### src/rtl/opposite_number_arbiter.sv
// Round-robin arbiter sharing one two's-complement negation unit across requesters.
// Define OPPOSITE_NUMBER_SAT_EN to saturate -2^(WIDTH-1) to 2^(WIDTH-1)-1 instead of wrapping.
module opposite_number_arbiter #(
   parameter  int WIDTH = 8,
   parameter  int NREQ  = 4,
   localparam int IDW   = (NREQ > 1) ? $clog2(NREQ) : 1
) (
   input  logic                  clk,
   input  logic                  rst,
   input  logic [NREQ-1:0]       req_valid,
   input  logic [NREQ*WIDTH-1:0] req_data,
   output logic [NREQ-1:0]       req_ready,
   output logic                  out_valid,
   input  logic                  out_ready,
   output logic [WIDTH-1:0]      out_data,
   output logic [IDW-1:0]        out_id,
   output logic                  out_ovf,
   output logic [7:0]            ovf_cnt
);

   localparam logic [WIDTH-1:0] MIN = {1'b1, {(WIDTH-1){1'b0}}};
   localparam logic [WIDTH-1:0] MAX = ~MIN;
   localparam logic [WIDTH-1:0] ONE = WIDTH'(1);

   typedef enum logic {EMPTY, FULL} state_t;

   state_t           state;
   logic [IDW-1:0]   rr_ptr;
   logic [IDW-1:0]   gnt_idx;
   logic [IDW-1:0]   idx;
   logic             any;
   logic             free;
   logic             xfer;
   logic             accept;
   logic [WIDTH-1:0] operand;
   logic [WIDTH-1:0] neg_raw;
   logic [WIDTH-1:0] result;
   logic             is_min;

   // First valid requester at or after rr_ptr; wrap relies on NREQ being a power of 2.
   always_comb begin
      any     = 1'b0;
      gnt_idx = '0;
      idx     = '0;
      for (int k = 0; k < NREQ; k++) begin
         idx = rr_ptr + IDW'(k);
         if (!any && req_valid[idx]) begin
            any     = 1'b1;
            gnt_idx = idx;
         end
      end
   end

   assign free      = (state == EMPTY) || out_ready;
   assign req_ready = (free && any && !rst) ? (NREQ'(1) << gnt_idx) : '0;
   assign xfer      = |req_ready;
   assign accept    = out_valid && out_ready;

   assign operand = req_data[int'(gnt_idx)*WIDTH +: WIDTH];
   assign neg_raw = ~operand + ONE;
   assign is_min  = (operand == MIN);

`ifdef OPPOSITE_NUMBER_SAT_EN
   assign result = is_min ? MAX : neg_raw;
`else
   assign result = neg_raw;
`endif

   always_ff @(posedge clk) begin
      if (rst) begin
         state     <= EMPTY;
         out_valid <= 1'b0;
         out_data  <= '0;
         out_id    <= '0;
         out_ovf   <= 1'b0;
         ovf_cnt   <= '0;
         rr_ptr    <= '0;
      end else begin
         if (xfer) begin
            state     <= FULL;
            out_valid <= 1'b1;
            out_data  <= result;
            out_id    <= gnt_idx;
            out_ovf   <= is_min;
            rr_ptr    <= gnt_idx + IDW'(1);
         end else if (accept) begin
            state     <= EMPTY;
            out_valid <= 1'b0;
         end
         if (accept && out_ovf && (ovf_cnt != 8'hFF))
            ovf_cnt <= ovf_cnt + 8'd1;
      end
   end

endmodule
### config.mk
export PLATFORM = sky130hd
export DESIGN_NAME = opposite_number_arbiter
export DESIGN_NICKNAME = d
export VERILOG_FILES = /design/src/rtl/opposite_number_arbiter.sv
export SDC_FILE = /design/constraint.sdc
export NUM_CORES = 1
export LEC_CHECK = 0
export BUFFER_PORTS_ARGS = -buffer_cell sky130_fd_sc_hd__buf_2
export CORE_MARGIN = 3
export CORE_UTILIZATION = 51
export DETAILED_ROUTE_END_ITERATION = 8
export HOLD_SLACK_MARGIN = 0.08
export PLACE_DENSITY = 0.87
export SETUP_SLACK_MARGIN = 0.4
export SLEW_MARGIN = 20
export SYNTH_ARGS = -nofsm -noshare
export SYNTH_HDL_FRONTEND = slang
export SYNTH_SLANG_ARGS = --single-unit
### constraint.sdc
create_clock -name clk -period 6.2 [get_ports clk]
set_input_delay 0.31 -clock clk [delete_from_list [all_inputs] [get_ports clk]]
set_output_delay 0.31 -clock clk [all_outputs]
set_load 0.02 [all_outputs]
# [Yosys cells after proc, flatten, opt, wreduce, memory -nomap -nowiden]
# Cells that the tools add are included.
[op_classes] n_addsub=6 magnitude_cmp=4 eq_ne=2 shifts=2 mux=19 bitwise_logic=2 n_reduce_logical=15
[ops] op="$shiftx 32x6->8" n=1
[ops] op="$add 8x1->8 const B" n=2
[ops] op="$lt 2x3->1 const B" n=4
[ops] op="$mux 1" n=10
[ops] op="$bmux 1 s2" n=4
[ops] op="$eq 8x8->1 const B" n=1
[ops] op="$logic_and 1x1->1" n=8
[ops] op="$mux 2" n=4
[ops] op="$ne 8x8->1 const B" n=1
[ops] op="$not 8->8" n=1
[ops] op="$add 2x1->2 const B" n=2
[ops] op="$add 2x2->2 const B" n=2
[ops] op="$logic_not 1->1" n=4
[ops] op="$mux 4" n=1
[ops] op="$reduce_or 4->1" n=1
[ops] op="$shl 1x2->4 const A" n=1
[ops] op="$reduce_bool 2->1" n=1
[ops] op="$logic_or 1x1->1" n=1
[ops] op="$not 1->1" n=1
[word_totals] reg_bits=22 in_bits=39 out_inout_bits=24

# [Longest topological paths before layout]
[logic_depth] word_depth=17 ltp_mapped=12 ltp_nobuf=10

# [Least setup slack after synthesis]
# No wires, ideal clock.
[synth_timing] path_kind="reg2reg" start="register rr_ptr[1]" end="register out_id[1]" t_arrival_ns=2.678 required_time_ns=6.129 slack_ns=3.451 stages_incl_launch_ff=10 synth_period_minus_slack_ns=2.749 path_cell_list="dfxtp_1 > nand2_1 > a211o_1 > nand2_1 > inv_1 > ha_1 > o41ai_1 > clkbuf_1 > nand2_1 > a21oi_1"
[synth_rtl] item="start: declaration" line="28" rtl="logic [IDW-1:0] rr_ptr;"
[synth_rtl] item="start signal: assignment" line="85" rtl="rr_ptr <= gnt_idx + IDW'(1);"
[synth_rtl] item="parallel branches: the longest is 11 deep, another holds $add 2x1->2"
[synth_rtl] item="$mux 2 (*)" line="47" rtl="if (!any && req_valid[idx]) begin"
[synth_rtl] item="named net gnt_idx[1]" line="29" rtl="logic [IDW-1:0] gnt_idx;"
[synth_rtl] item="$shl 1x2->4" line="55" rtl="assign req_ready = (free && any && !rst) ? (NREQ'(1) << gnt_idx) : '0;"
[synth_rtl] item="$mux 4" line="55"
[synth_rtl] item="$reduce_or 4->1" line="56" rtl="assign xfer = |req_ready;"
[synth_rtl] item="end signal: assignment" line="83" rtl="out_id <= gnt_idx;"
[synth_rtl] item="end: declaration" line="16" rtl="output logic [IDW-1:0] out_id,"
# Mark *: on every way through the listed nets, which the timed path passes. The select of a mux whose other input is x is not followed.
# A chain may end at the register's enable or synchronous reset.

# [Worst setup path in the final report]
[layout_timing] start="register rr_ptr[1]" end="register out_data[2]"
[layout_via] elab_chain_len=16
[layout_rtl] item="parallel branches: the longest is 16 deep, another holds $add 2x1->2"
[layout_rtl] item="end signal: assignment" line="82" rtl="out_data <= result;"
[layout_rtl] item="end: declaration" line="15" rtl="output logic [WIDTH-1:0] out_data,"
# Several ways; the timed one is not identified. The select of a mux whose other input is x is not followed.

==> flow_metrics.py <==
metrics = {
    "route": {
        "vias": 1639,
        "vias_per_cell": 5.79,
        "final_antenna_net_count": 0,
        "drt-total-wl_mm": 3.85,
        "wl_per_cell_um": 13.6,
        "dr.pass1.iters": 4,
        "drc": 0,
        "drt-initial-drc-count": 68,
    },
    "clock_network": {
        "clk_pin_slew_worst_paths_ps": 130,
        "htreeDepth": 1,
        "cts-root-buf": "clkbuf_4",
        "cts_tree": "built",
        "cts_resized": 0,
        "clkLatencyLatePin_ps": 310,
        "postCtsSetupBuffers": 0,
        "cts_buffers": 3,
        "clock_sinks": 22,
        "hold_buffers": 0,
        "clockBufferDepth": 2,
    },
    "pwr": {
        "peakVddDrop_mv": 0.364,
        "switching_share_pct": 38.9,
        "combinationalPowerShare_pct": 44.1,
        "power_switching_w": 0.000195,
        "p_int_w": 0.000306,
        "power.density_mw_per_mm2": 273,
        "power_frac_seq_pct": 34.2,
        "power_frac_clock_pct": 21.6,
        "p_leak_nw": 0.879,
    },
    "timing": {
        "rsz0062_at_grt": "no",
        "clock_skew_ps": 13.7,
        "final.setup.worst_slack_ps": 3400,
        "fmax_ghz": 0.357,
        "max_slew_margin_pct": 28.0,
        "drv_slew": 0,
        "min_period_ps": 2800,
        "hold_violations": 0,
        "worst_pin_slew_ps": 1070,
        "period_share_pct": 45.2,
        "setup_tns_ps": 0,
        "setup_viol": 0,
    },
    "die": {
        "pin_count": 63,
        "initial_core_util_pct": 56.6,
        "die_area_mm2": 0.00361,
        "row_count": 18,
        "die_w_um": 60.1,
        "die_h_um": 60.1,
        "core_mm2": 0.00264,
    },
    "synth": {
        "synthTopCellsByCount": "25 x nand2_1, 25 x nand3_1, 22 x dfxtp_1, 13 x o21ai_0, 12 x nor2_1",
        "yosysTopAreaCellShare_pct": 29.6,
        "syn-cell-area_mm2": 0.00149,
        "synth-edff-count": 0,
        "seq_area_frac_synth_pct": 29.6,
        "synth.avg_cell_area_um2": 7.60,
        "ys_top_cells_by_area": "dfxtp_1 30%, nand3_1 8.4%, nand2_1 6.3%",
        "syn_inst": 196,
        "synth-main-ff-cell": "dfxtp_1",
        "syn_nets": 241,
        "synth.distinct_cells": 43,
        "async_flop_share_pct": 0,
        "yosys_warnings": 0,
        "ys_ff_latch": 22,
        "yosys.area.top_type": "dfxtp_1",
    },
    "place": {
        "dpl.hpwl_mm": 2.95,
        "gp_congestion": 0.879,
        "pre_cts_slack_ps": 3500,
        "io_buffers": 62,
    },
    "setup_path": {
        "start_kind": "register",
        "cp_slowest_stage_delay_ps": 900,
        "worst_path_max_delay_cell": "a211oi_1",
        "required_ps": 6380,
        "rr_worst_depth": 9,
        "critPathArrivalTime_ps": 2980,
        "cp_max_fo": 12,
        "cp_cell_sequence": "nand2_1 -> a211oi_1 -> o21ai_0 -> nand3_1 -> nand2_1 -> ha_1 -> and3_1 -> o21ai_0 -> a21oi_1",
        "cp-end-kind": "register",
        "path_class": "reg2reg",
    },
    "layout": {
        "seqCellArea_um2": 440,
        "layout.nets": 299,
        "drive_gt1_share_pct": 28.9,
        "fill_cells": 240,
        "n_antenna_cell": 0,
        "area_growth_pct": 23.3,
        "multiInputGateArea_um2": 965,
    },
    "global_routing": {
        "grt_antenna_before_repair": 0,
        "grt_pass1_wl_mm": 6.01,
        "grt_pass1_vias": 1427,
        "gr-total-overflow": 0,
        "grt.total_usage_pct": 21.4,
        "grt_max_degree": 24,
    },
    "min_path": {
        "min_path_cells": 2,
        "hold_class": "in2reg",
    },
    "status": {
        "status": "finished, final reports clean",
    },
    "job": {
        "maxCapViolations": 0,
    },
}
critical path: cells and delay by family (launching register included):
kind | cells | cell delay (ps)
compound gates | 4 | 1420
flops | 1 | 470
fa+ha+maj | 1 | 260
simple gates | 4 | 520
cells by family (layout without fill, tap and decap cells):
family,after synthesis,after routing,share of synthesized area (%)
AND/OR/NAND/NOR,93,93,31.4
AO/OA/AOI/OAI,52,52,23.0
flip-flops,22,22,29.6
buffers and inverters,15,72,6.21
XOR/XNOR,7,7,4.11
adder cells (fa/ha/maj),6,6,5.04
multiplexers,1,1,0.672
through the flow:
stage | total power [W] | instances | cell area [um2] | util (%) | hold slack, ps
2_1_floorplan | 0.000341 | 196 | 1490 | - | 484
3_3_place_gp | 0.000390 | 279 | 1780 | 67.7 | 443
3_5_place_dp | 0.000394 | 279 | 1780 | 67.7 | 454
4_1_cts | 0.000501 | 283 | 1840 | 69.7 | 380
5_1_grt | 0.000536 | 283 | 1840 | 69.7 | 376
6_report | 0.000502 | 283 | 1840 | 69.7 | 377
power by group through the flow:
stage | logic (W) | clock network [W] | registers [W]
floorplan | 0.000148 | 0 | 0.000193
global placement | 0.000215 | 0 | 0.000174
detailed placement | 0.000219 | 0 | 0.000175
CTS | 0.000221 | 0.000109 | 0.000172
global route | 0.000246 | 0.000116 | 0.000174
finish | 0.000221 | 0.000109 | 0.000172
layer usage:
metal | up-vias | routed length (um) | track usage, % | share of wire, %
met3 | 0 | 265 | 6.05 | 6.9
met4 | 0 | 0 | 2.53 | 0
met2 | 56 | 1910 | 37.2 | 50
met1 | 752 | 1670 | 26.8 | 43
met5 | - | 0 | 0 | 0
li1 | 831 | - | - | -
cell type report:
cell class                      count  share of cell area (%)
Clock buffer                        3                    1.23
Clock inverter                      1                    1.63
Inverter                            5                    1.29
Multi-Input combinational cell    159                    52.5
Sequential cell                    22                    24.0
Tap cell                           30                    2.04
Timing Repair Buffer               63                    17.3
layout by cell type (no fill, tap or decap), types with 2 or more instances in the layout:
cell	netlist	routed
o31ai_1	2	2
a211oi_1	5	5
nand3_1	25	25
a311oi_1	2	2
xor2_1	6	6
a31oi_1	6	6
nor2_1	12	12
and3_1	8	8
inv_1	4	4
and2_1	6	6
clkbuf_4	0	3
dfxtp_1	22	22
a21oi_1	11	11
ha_1	6	6
a211o_1	3	3
buf_2	0	62
nand2_1	25	25
nor2b_1	2	2
o21ai_0	13	13
nand3b_1	2	2
nand4_1	6	6
final timing paths:
path,from,to,slack (ps)
hold / removal,rst,ovf_cnt[3],380
setup / recovery,rr_ptr[1],out_data[2],3400
setup reg to reg,rr_ptr[1],out_data[2],3400
hold reg to reg,out_data[1],out_data[1],470
sequential cells by signal, indices dropped and copies added (netlist names):
signal    count
out_id        2
state         1
ovf_cnt       8
out_ovf       1
rr_ptr        2
out_data      8
(Power assumes the default switching activity.)
